### config.mk
export PLATFORM = sky130hd
export DESIGN_NAME = ifx_dig_data_bus_capture
export DESIGN_NICKNAME = d
export VERILOG_FILES = /design/src/rtl/ifx_dig_data_bus_capture.sv
export SDC_FILE = /design/constraint.sdc
export NUM_CORES = 1
export LEC_CHECK = 0
export ABC_AREA = 1
export CORE_ASPECT_RATIO = 0.6
export CORE_MARGIN = 1.5
export CORE_UTILIZATION = 54
export DETAILED_ROUTE_END_ITERATION = 10
export GPL_ROUTABILITY_DRIVEN = 0
export PLACE_DENSITY = 0.72
export SLEW_MARGIN = 20
export SYNTH_ARGS = -nofsm -noshare
export SYNTH_HDL_FRONTEND = slang
export SYNTH_SLANG_ARGS = --single-unit
### constraint.sdc
create_clock -name clk_i -period 2.65 [get_ports clk_i]
set_input_delay 0.53 -clock clk_i [delete_from_list [all_inputs] [get_ports clk_i]]
set_output_delay 0.53 -clock clk_i [all_outputs]
set_load 0.01 [all_outputs]
### src/rtl/ifx_dig_data_bus_capture.sv
// Data-bus capture: samples a DWIDTH-wide bus every clock, records each value
// change (and the value present when capture is enabled) together with a
// free-running timestamp, and presents the entries through a first-word
// fall-through FIFO on a valid/ready port. Drops on full set a sticky flag.
module ifx_dig_data_bus_capture #(
   parameter int DWIDTH  = 1,
   parameter int DEPTH   = 8,
   parameter int TSWIDTH = 16
) (
   input  logic                       clk_i,
   input  logic                       rst_n_i,
   input  logic [DWIDTH-1:0]          data_i,
   input  logic                       enable_i,
   input  logic                       clear_ovf_i,
   input  logic                       out_ready_i,
   output logic                       out_valid_o,
   output logic [DWIDTH-1:0]          out_data_o,
   output logic [TSWIDTH-1:0]         out_ts_o,
   output logic [$clog2(DEPTH+1)-1:0] level_o,
   output logic                       overflow_o
);

   localparam int AW = $clog2(DEPTH);
   localparam int CW = $clog2(DEPTH+1);
   localparam logic [CW-1:0] DEPTH_C = CW'(DEPTH);

   typedef struct packed {
      logic [DWIDTH-1:0]  data;
      logic [TSWIDTH-1:0] ts;
   } entry_t;

   entry_t             mem [DEPTH];
   entry_t             head;
   logic [DWIDTH-1:0]  data_q;
   logic               enable_q;
   logic [TSWIDTH-1:0] ts_cnt;
   logic [AW-1:0]      wr_ptr;
   logic [AW-1:0]      rd_ptr;
   logic [CW-1:0]      count;
   logic [CW-1:0]      count_nxt;
   logic               overflow_q;
   logic               evt;
   logic               full;
   logic               pop;
   logic               push;
   logic               drop;

   // Event detection and FIFO handshake decode. A start event pushes the
   // current bus value even if it equals the stale sample in data_q.
   always_comb begin
      evt  = 1'b0;
      full = (count == DEPTH_C);
      pop  = (count != '0) && out_ready_i;
      if (enable_i) begin
         evt = !enable_q || (data_i != data_q);
      end
      // A pop on the same edge frees the slot the push needs.
      push = evt && (!full || pop);
      drop = evt && full && !pop;
   end

   // Occupancy next value; simultaneous push and pop cancel out.
   always_comb begin
      count_nxt = count;
      case ({push, pop})
         2'b10:   count_nxt = count + CW'(1);
         2'b01:   count_nxt = count - CW'(1);
         default: count_nxt = count;
      endcase
   end

   // Bus/enable sampling and timestamp run every clock, regardless of enable,
   // so changes made while disabled are never reported later.
   always_ff @(posedge clk_i or negedge rst_n_i) begin
      if (!rst_n_i) begin
         data_q   <= '0;
         enable_q <= 1'b0;
         ts_cnt   <= '0;
      end else begin
         data_q   <= data_i;
         enable_q <= enable_i;
         ts_cnt   <= ts_cnt + TSWIDTH'(1);
      end
   end

   // FIFO pointers and occupancy; pointers wrap naturally (DEPTH is 2^AW).
   always_ff @(posedge clk_i or negedge rst_n_i) begin
      if (!rst_n_i) begin
         wr_ptr <= '0;
         rd_ptr <= '0;
         count  <= '0;
      end else begin
         if (push) wr_ptr <= wr_ptr + AW'(1);
         if (pop)  rd_ptr <= rd_ptr + AW'(1);
         count <= count_nxt;
      end
   end

   // Entry storage; contents are don't-care while unoccupied, so no reset.
   always_ff @(posedge clk_i) begin
      if (push) mem[wr_ptr] <= '{data: data_i, ts: ts_cnt};
   end

   // Sticky overflow: a drop on the same edge as a clear keeps the flag set.
   always_ff @(posedge clk_i or negedge rst_n_i) begin
      if (!rst_n_i) begin
         overflow_q <= 1'b0;
      end else if (drop) begin
         overflow_q <= 1'b1;
      end else if (clear_ovf_i) begin
         overflow_q <= 1'b0;
      end
   end

   // Fall-through head; forced to zero while empty. A push never targets
   // rd_ptr while entries are held, so the head is stable until popped.
   always_comb begin
      head        = mem[rd_ptr];
      out_valid_o = (count != '0);
      out_data_o  = out_valid_o ? head.data : '0;
      out_ts_o    = out_valid_o ? head.ts   : '0;
      level_o     = count;
      overflow_o  = overflow_q;
   end

endmodule
==> results_dict.tcl <==
set metrics [dict create \
    ys_seq_area_frac 0.711 \
    grt_usage 0.244 \
    seq_area_um2 4810 \
    rsz0062_at_grt "true" \
    fp.coreArea_um2 12100 \
    cts_buffer_depth 2 \
    startpoint_type "register" \
    clock_latency_ns 0.42 \
    synth_seq_cells 165 \
    finClkSkew_ns 0.00731 \
    fillers 880 \
    end_kind "primary output" \
    ir_worst_vdd_mv 0.647 \
    multiInputGateArea_um2 1740 \
    postCtsHoldBufs 0 \
    cts_buffers 17 \
    first_global_vias 4163 \
    worst_slew_pin_slew_ns 0.529 \
    die_h_um 89.7 \
    hpwlAfterDp_um 9470 \
    drtIter0Drc 381 \
    portBuffers 28 \
    status "complete, no violations" \
    insertedDiodeCount 0 \
    overflow 0 \
    grt_start_max_net_pins 30 \
    p_leak_nw 2.96 \
    start_util 0.558 \
    postRouteAntennaNets 0 \
    yosysMostFrequentCell "edfxtp_1" \
    wl_per_cell_um 19.3 \
    yosysUniqueCellTypes 30 \
    yosys_warnings 0 \
    crit_required_ns 2.12 \
    drc_errors 0 \
    postSynthCellCount 558 \
    antenna_found_initial 0 \
    fin_ws_ns 0.0407 \
    grt_pass1_wl_um 23700 \
    slew-limit-headroom 0.647 \
    die_x_um 148 \
    routed_wl_um 15200 \
    layout_min_cycle_time_ns 2.61 \
    drive_above_1_share 0.158 \
    ys_async_sr_fraction 0.176 \
    clk_pin_slew_ns 0.06 \
    worst_ep_arrival_time_ns 2.08 \
    synth-edff-count 136 \
    slew_violations 0 \
    m1WireLength_um 7120 \
    path_class "reg -> out" \
    cts.htree.levels 4 \
    syn_nets 568 \
    ys_top_cells_by_count "edfxtp_1, nor2_1, o21ai_0" \
    pre_cts_slack_ns 0.0432 \
    netlist_area_um2 6770 \
    num_vias 4395 \
    netlist_top_cells_area "edfxtp_1, dfrtp_1, nor2_1" \
    avgSynthCellArea_um2 12.1 \
    hold_violations 0 \
    rows 31 \
    top_layer "met4" \
    hp-class "in -> async" \
    ys.flop_type "edfxtp_1" \
    ios 29 \
    dr.pass1.iters 5 \
    vias_per_cell 5.59 \
    wl_met2_um 6560 \
    utilization 0.662 \
    cap_violations 0 \
    setup_viol 0 \
    synth_area_leader_cell "edfxtp_1" \
    synth.top_cell.area_share 0.603 \
    die-area_um2 13200 \
    wl_met3_um 1270 \
    path_max_fanout 14 \
    area_delta_synth_final_pct 18.7 \
    finalCritPeriodShare 0.985 \
    clockRootBuffer "clkbuf_16" \
    finalPower_mw 8.92 \
    max_freq_mhz 383 \
    cts.sinks 165 \
    cts_tree "done" \
    fin_nets 618 \
    p_per_area_nw_per_um2 1110 \
]
## power breakdown
group | switching (mW) | internal (mW) | leakage [nW]
clock | 1.01 | 1.58 | 0.296
sequential | 0.153 | 3.08 | 1.58
combinational | 1.90 | 1.18 | 1.09
total | 3.07 | 5.85 | 2.96
## area by class of cell
type                    instances  share of cell area
clock buffers                  17              0.0529
multi-input cells             344               0.217
well taps                     165              0.0257
inverters                      23              0.0120
clock inverters                15              0.0248
flip-flops and latches        165               0.599
repair buffers                 57              0.0691
## critical path, stage by stage (launching register included)
cell	delay [ns]
dfrtp_2	0.45
buf_4	0.20
buf_16	0.15
o21ai_0	0.10
o21ai_1	0.15
o21ai_0	0.11
a31oi_1	0.25
clkdlybuf4s15_2	0.26
## state kept, by name, summed over array words and instances, names as in the netlist
register	flops
mem	136
ts_cnt	16
level_o	4
rd_ptr	3
wr_ptr	3
data_q	1
enable_q	1
overflow_o	1
## metrics by stage
| step | hold slack, ns | instances | instance area [µm²] | TNS (ns) |
|---|---|---|---|---|
| finish | 0.503 | 786 | 8040 | 0 |
| global route | 0.545 | 786 | 8040 | -0.173 |
| CTS | 0.503 | 785 | 8030 | 0 |
| detailed placement | 0.533 | 751 | 7380 | 0 |
| global placement | 0.513 | 751 | 7380 | 0 |
| floorplan | 0.234 | 558 | 6770 | 0 |
## metal layers
metal | GRT usage | up-vias
met3 | 0.0624 | 15
met1 | 0.383 | 2136
li1 | - | 2052
met4 | 0.0692 | 0
met2 | 0.338 | 192
met5 | 0 | -
## path summary, 6_finish.rpt
path | startpoint | slack, ns | to | depth (start not counted)
hold / removal | rst_n_i | 0.50 | overflow_o | 2
max in group asynchronous | rst_n_i | 1.81 | rd_ptr[0] | 2
min in group clk_i | overflow_o | 0.54 | overflow_o | 2
hold reg to reg | overflow_o | 0.54 | overflow_o | 2
setup reg to reg | level_o[0] | 0.66 | level_o[2] | 15
setup / recovery | rd_ptr[0] | 0.04 | out_ts_o[15] | 7
## repair_timing
item / in CTS / in global routing
resized for setup: 29 / 20
endpoints found under the hold margin: 0 / 0
cloned: 1 / 1
setup endpoints to repair: 17 / 15
pin swaps: 0 / 2
setup buffers: 1 / 0
## cell families after synthesis
| kind of cell | synth area share |
|---|---|
| buffers and inverters | 0.0323 |
| AND/OR/NAND/NOR | 0.130 |
| flip-flops | 0.711 |
| adder cells (fa/ha/maj) | 0.00739 |
| XOR/XNOR | 0.0244 |
| AO/OA/AOI/OAI | 0.0954 |
## placed cells by master (no fill, tap or decap), types with 4 or more instances in the layout
| master | synthesis | final |
|---|---|---|
| nand2_1 | 35 | 35 |
| clkbuf_16 | 0 | 18 |
| inv_6 | 0 | 6 |
| buf_4 | 4 | 21 |
| o21ai_0 | 93 | 92 |
| inv_1 | 18 | 18 |
| bufinv_16 | 0 | 4 |
| nand2_2 | 6 | 6 |
| clkbuf_2 | 1 | 8 |
| nand2_4 | 4 | 4 |
| a31oi_1 | 17 | 17 |
| dlygate4sd2_1 | 0 | 5 |
| dfrtp_1 | 29 | 27 |
| xnor2_1 | 4 | 4 |
| edfxtp_1 | 136 | 136 |
| ha_1 | 4 | 4 |
| nand3_1 | 10 | 10 |
| nor2_1 | 132 | 132 |
| o21ai_1 | 13 | 14 |
| buf_12 | 0 | 5 |
| clkdlybuf4s50_1 | 0 | 11 |
| xor2_1 | 13 | 13 |
Power figures use the tool's default switching activity.
